$ cat config.mk
export PLATFORM = sky130hd
export DESIGN_NAME = radix4_multiplier_flat
export DESIGN_NICKNAME = d
export VERILOG_FILES = /design/src/rtl/radix4_multiplier_if.sv /design/src/rtl/radix4_multiplier.sv /design/src/flat_wrapper.sv
export SDC_FILE = /design/constraint.sdc
export NUM_CORES = 2
export LEC_CHECK = 0
export ABC_AREA = 1
export ABC_CLOCK_PERIOD_IN_PS = 5550
export CAP_MARGIN = 20
export CORE_MARGIN = 1.5
export CORE_UTILIZATION = 40
export CTS_CLUSTER_DIAMETER = 60
export CTS_CLUSTER_SIZE = 14
export DETAILED_ROUTE_END_ITERATION = 12
export SLEW_MARGIN = 20
export SYNTH_ARGS = -nofsm -noshare
export SYNTH_HDL_FRONTEND = slang
export SYNTH_SLANG_ARGS = --single-unit
$ cat constraint.sdc
create_clock -name clk -period 5.55 [get_ports clk]
set_input_delay 1.11 -clock clk [delete_from_list [all_inputs] [get_ports clk]]
set_output_delay 1.11 -clock clk [all_outputs]
set_load 0.05 [all_outputs]
$ cat src/rtl/radix4_multiplier_if.sv
// Handshake and operand/result bundle for radix4_multiplier.
// master: controlling FSM or bus wrapper; slave: the multiplier.
interface radix4_multiplier_if;
    logic         op_start;
    logic         op_clear;
    logic [63:0]  multiplicand;
    logic [63:0]  multiplier;
    logic         op_done;
    logic [127:0] result;

    modport master (
        output op_start,
        output op_clear,
        output multiplicand,
        output multiplier,
        input  op_done,
        input  result
    );

    modport slave (
        input  op_start,
        input  op_clear,
        input  multiplicand,
        input  multiplier,
        output op_done,
        output result
    );
endinterface

$ cat src/rtl/radix4_multiplier.sv
// Sequential 64x64 signed radix-4 (modified Booth) multiplier, one digit per clock.
// Optional MULT_BUSY_OUT_EN adds a busy output that is high while iterating.
module radix4_multiplier (
    input  logic clk,
    input  logic reset_n,
`ifdef MULT_BUSY_OUT_EN
    output logic busy,
`endif
    radix4_multiplier_if.slave bus
);

    typedef enum logic [1:0] {StIdle, StExec, StDone} state_e;

    state_e       state_q, state_d;
    logic         armed_q, armed_d;
    logic [4:0]   cnt_q, cnt_d;
    logic [127:0] m_q, m_d;
    logic [64:0]  q_q, q_d;
    logic [127:0] acc_q, acc_d;
    logic [127:0] result_q, result_d;
    logic [127:0] term;
    logic [127:0] acc_sum;

    // m_q is pre-shifted by 2i and q_q shifted right, so the digit is always q_q[2:0].
    always_comb begin
        term = '0;
        unique case (q_q[2:0])
            3'b001, 3'b010: term = m_q;
            3'b011:         term = m_q << 1;
            3'b100:         term = -(m_q << 1);
            3'b101, 3'b110: term = -m_q;
            default:        term = '0;
        endcase
    end

    assign acc_sum = acc_q + term;

    always_comb begin
        state_d  = state_q;
        armed_d  = armed_q;
        cnt_d    = cnt_q;
        m_d      = m_q;
        q_d      = q_q;
        acc_d    = acc_q;
        result_d = result_q;

        if (bus.op_clear) begin
            state_d  = StIdle;
            armed_d  = 1'b0;
            cnt_d    = '0;
            m_d      = '0;
            q_d      = '0;
            acc_d    = '0;
            result_d = '0;
        end else begin
            unique case (state_q)
                StIdle: begin
                    // Operands are captured on the start edge; iteration begins one clock later.
                    if (armed_q) begin
                        state_d = StExec;
                        armed_d = 1'b0;
                    end else if (bus.op_start) begin
                        armed_d  = 1'b1;
                        m_d      = {{64{bus.multiplicand[63]}}, bus.multiplicand};
                        q_d      = {bus.multiplier, 1'b0};
                        acc_d    = '0;
                        cnt_d    = '0;
                        result_d = '0;
                    end
                end
                StExec: begin
                    acc_d = acc_sum;
                    m_d   = m_q << 2;
                    q_d   = {{2{q_q[64]}}, q_q[64:2]};
                    cnt_d = 5'(cnt_q + 5'd1);
                    if (cnt_q == 5'd31) begin
                        state_d  = StDone;
                        result_d = acc_sum;
                    end
                end
                StDone: begin
                    state_d = StDone;
                end
                default: begin
                    state_d = StIdle;
                end
            endcase
        end
    end

    always_ff @(posedge clk or negedge reset_n) begin
        if (!reset_n) begin
            state_q  <= StIdle;
            armed_q  <= 1'b0;
            cnt_q    <= '0;
            m_q      <= '0;
            q_q      <= '0;
            acc_q    <= '0;
            result_q <= '0;
        end else begin
            state_q  <= state_d;
            armed_q  <= armed_d;
            cnt_q    <= cnt_d;
            m_q      <= m_d;
            q_q      <= q_d;
            acc_q    <= acc_d;
            result_q <= result_d;
        end
    end

    assign bus.op_done = (state_q == StDone);
    assign bus.result  = (state_q == StDone) ? result_q : '0;

`ifdef MULT_BUSY_OUT_EN
    assign busy = (state_q == StExec);
`endif

endmodule

$ cat src/flat_wrapper.sv
// flat-port wrapper written by rule: the top's interface ports become plain ports
module radix4_multiplier_flat 
  (clk, reset_n, bus_op_start, bus_op_clear, bus_multiplicand, bus_multiplier, bus_op_done, bus_result);
  radix4_multiplier_if bus_i ();
  input  logic clk;
  input  logic reset_n;
  input wire logic [$bits(bus_i.op_start)-1:0] bus_op_start;
  input wire logic [$bits(bus_i.op_clear)-1:0] bus_op_clear;
  input wire logic [$bits(bus_i.multiplicand)-1:0] bus_multiplicand;
  input wire logic [$bits(bus_i.multiplier)-1:0] bus_multiplier;
  output wire logic [$bits(bus_i.op_done)-1:0] bus_op_done;
  output wire logic [$bits(bus_i.result)-1:0] bus_result;
  assign bus_i.op_start = bus_op_start;
  assign bus_i.op_clear = bus_op_clear;
  assign bus_i.multiplicand = bus_multiplicand;
  assign bus_i.multiplier = bus_multiplier;
  assign bus_op_done = bus_i.op_done;
  assign bus_result = bus_i.result;
  radix4_multiplier u_core (.clk(clk), .reset_n(reset_n), .bus(bus_i));
endmodule
==> flow_summary.yaml <==
sta:
  hold_violations: 0
  tightest_slew_ps: 1030
  drv_slew: 0
  finalSetupTns_ps: 0
  slew_headroom_pct: 31.5
  fin_crit_sh_pct: 97.2
  setup_viol: 0
  fmax_mhz: 185
  whs_ps: 446
  min_period_ps: 5400
  setup_ws_ps: 155
  finalClockSkew_ps: 40.9
synth:
  yosys-mux-area-fraction_pct: 0
  synth_simple_gate_area_share_pct: 32.2
  synth_adder_area_share_pct: 4.60
  synth_seq_cells: 457
  synth_ff_type: "dfrtp_1"
  synth-edff-count: 0
  syn_area_per_cell_um2: 6.49
  synth_top_family_by_area: "simple AND/OR/NAND/NOR gates"
  ys_seq_area_share_pct: 31.3
  async_flop_share_pct: 100
  synthCells: 5637
  synthesis.nets: 5903
  synth.yosys.warnings: 0
  synth.distinct_cells: 51
  synth_compound_area_share_pct: 20.1
  synth_xor_xnor_area_share_pct: 2.08
  synth_area_um2: 36600
final_layout:
  final_cells: 7275
  fillers: 9389
  multiInputGateArea_um2: 21800
  seq_area_um2: 11400
  finish.instance_area_um2: 44800
  drive_gt1_share_pct: 8.87
  area_delta_synth_final_pct: 22.3
  final_nets: 6323
global_route:
  grt_pass1_vias: 39400
  antenna_found_initial: 19
  track_usage_pct: 37.5
  gr-total-overflow: 0
  grt_start_max_net_pins: 180
  grt_pass1_wl_um: 260000
clocking:
  numCtsBuffers: 57
  clock_latency_ps: 720
  clk_pin_slew_ps: 70
  h-tree-depth: 2
  clkSinkCount: 457
  clockBufferDepth: 3
  cts_tree: "done"
  holdBufCountCts: 0
  cts-root-buf: "clkbuf_16"
worst_setup_path:
  reg2regPathDepth: 26
  cp_slowest_stage_delay_ps: 590
  startpoint_type: "register"
  cp_max_fo: 5
  reg2reg_from: "u_core.m_q[3]$_DFFE_PN0P_"
  critPathMostFrequentCell: "nand2_1"
  r2r-end: "u_core.acc_q[90]$_DFFE_PN0P_"
  critical_path_buf_inv_count: 2
  r2r_slack_ps: 150
  crit_type: "reg2reg"
  cp.arrival_ps: 6000
  critical_path.top_delay_family: "simple AND/OR/NAND/NOR gates"
  cpMaxStageDelayCell: "o21ai_0"
  endpoint_kind: "register"
  cp.required_ps: 6150
die:
  start_util_pct: 40.5
  die_x_um: 305
  fp.coreArea_um2: 90300
  die_h_um: 305
  die_area_um2: 93300
  io-pin-count: 261
  row_count: 110
placement:
  placed_cells: 7171
  io_buffers: 260
  place_congestion: 1.06
  post-place-ws_ps: -309
  hpwl_um: 144000
  place_area_um2: 42500
worst_hold_path:
  min_path_type: "in2async"
power:
  power_density_nw_per_um2: 500
  max-vdd-ir-drop_mv: 0.506
  leakage_nw: 20.3
drt:
  num_vias: 42000
  wl_per_cell_um: 24.6
  vias_per_cell: 5.77
  drc_errors: 0
  drtIter0Drc: 4718
  ant_nets: 0
  routed_wl_um: 179000
  firstDrtPassIters: 6
job:
  cap_violations: 0
outcome:
  status: "finished clean"
## logic make-up after synthesis
kind of cell,count (synthesis)
buf+inv,948
flops,457
xor+xnor,87
fa+ha+maj,134
compound gates,1247
simple gates,2764
## sequential cells by signal (all words and copies together) (netlist names)
signal and flops:
u_core.m_q 128, u_core.result_q 128, u_core.cnt_q 5, u_core.acc_q 128
u_core.armed_q 1, u_core.state_q 2, u_core.q_q 65
## worst max-delay path by stage
stage / to / cells after the start / startpoint
6_report: u_core.acc_q[90]$_DFFE_PN0P_ / 26 / u_core.m_q[3]$_DFFE_PN0P_
2_1_floorplan: u_core.acc_q[89]$_DFFE_PN0P_ / 28 / u_core.m_q[1]$_DFFE_PN0P_
5_1_grt: u_core.acc_q[113]$_DFFE_PN0P_ / 24 / u_core.m_q[1]$_DFFE_PN0P_
3_5_place_dp: u_core.acc_q[72]$_DFFE_PN0P_ / 28 / u_core.m_q[1]$_DFFE_PN0P_
4_1_cts: u_core.result_q[112]$_DFFE_PN0P_ / 26 / u_core.m_q[1]$_DFFE_PN0P_
3_3_place_gp: u_core.acc_q[72]$_DFFE_PN0P_ / 28 / u_core.m_q[1]$_DFFE_PN0P_
## cells in the final DEF, fill, tap and decap left out, types with 7 or more instances in the layout
cell and n:
nor2_1 652, and3_1 10, a22oi_1 71, a21o_1 9, dfrtp_1 457, clkbuf_16 58, o21ai_0 516, nand2_1 1452
inv_2 11, inv_6 7, nand2_2 9, o22ai_1 45, or2_2 9, nand3_1 302, o21bai_1 17, nor4_1 17
nand4_1 126, nor3_2 9, clkdlybuf4s50_1 259, a21oi_1 334, buf_12 19, inv_1 713, o2111ai_1 39, o21ai_1 31
a221oi_1 10, o21a_1 11, xor2_1 86, ha_1 126, nand3b_1 56, a221o_1 20, o221ai_1 122, clkinv_8 10
nand2_4 10, nor3_1 57, nor2_4 16, a21oi_2 8, nor2_2 23, buf_4 302
## stage by stage
step	util (%)	total power, mW
6_report	49.6	22.4
5_1_grt	49.6	23.6
4_1_cts	49.3	21.9
3_5_place_dp	47.1	17.8
3_3_place_gp	47.1	17.8
2_1_floorplan	-	12.6
## cell type report
type                            instances  share of cell area (%)
Clock inverter                         34                    1.03
Clock buffer                           65                    3.41
Inverter                              727                    6.12
Tap cell                             1176                    3.29
Timing Repair Buffer                  582                    11.8
Antenna cell                            2                  0.0112
Sequential cell                       457                    25.6
Multi-Input combinational cell       4232                    48.8
## cell usage after synthesis, types with 5 or more instances
cell type  instances  area [µm²]
dfrtp_1          457       11400
o22ai_1           45         282
nor3_2             5        50.1
nor3_1            62         310
nor4_1            18         113
buf_2             17        85.1
inv_2             11        41.3
a21oi_1          343        1720
ha_1             133        1660
buf_1             31         116
nor2_2            11        68.8
nand3b_1          56         420
xor2_1            86         753
nor2_1           671        2520
a22oi_1           71         533
o21a_1            11        82.6
nor2_4             9         101
clkbuf_1         172         646
a221oi_1          10        87.6
nand2_2            7        43.8
a221o_1           20         200
o21bai_1          17         128
nand2_4            8        90.1
o221ai_1         122        1070
o21ai_1           21         105
or2_2              9        56.3
nand2_1         1456        5470
inv_1            714        2680
o21ai_0          526        2630
and3_1            10        62.6
nand4_1          126         788
nand3_1          305        1530
a21o_1             9        67.6
o2111ai_1         41         359
## timing repair
item                                   4_1_cts  5_1_grt
setup endpoints to repair                    4       86
endpoints found under the hold margin        0        0
resized for setup                            1       56
setup buffers                                0        3
pin swaps                                    0        3
## per-layer routing
metal,part of all wire [%],wire length [µm],GRT usage (%)
met1,43,77600,52.6
met2,42,75500,55.8
met3,9.9,17700,8.27
met4,4.4,7790,14.5
met5,0.040,71,0
## report_power, final
group          internal [mW]  switching (mW)  total (mW)
registers               4.30           0.966        5.26
clock network           2.15            1.84        3.99
logic                   3.74            9.39        13.1
total                   10.2            12.2        22.4
No activity file was read; power rests on OpenSTA's default activity.
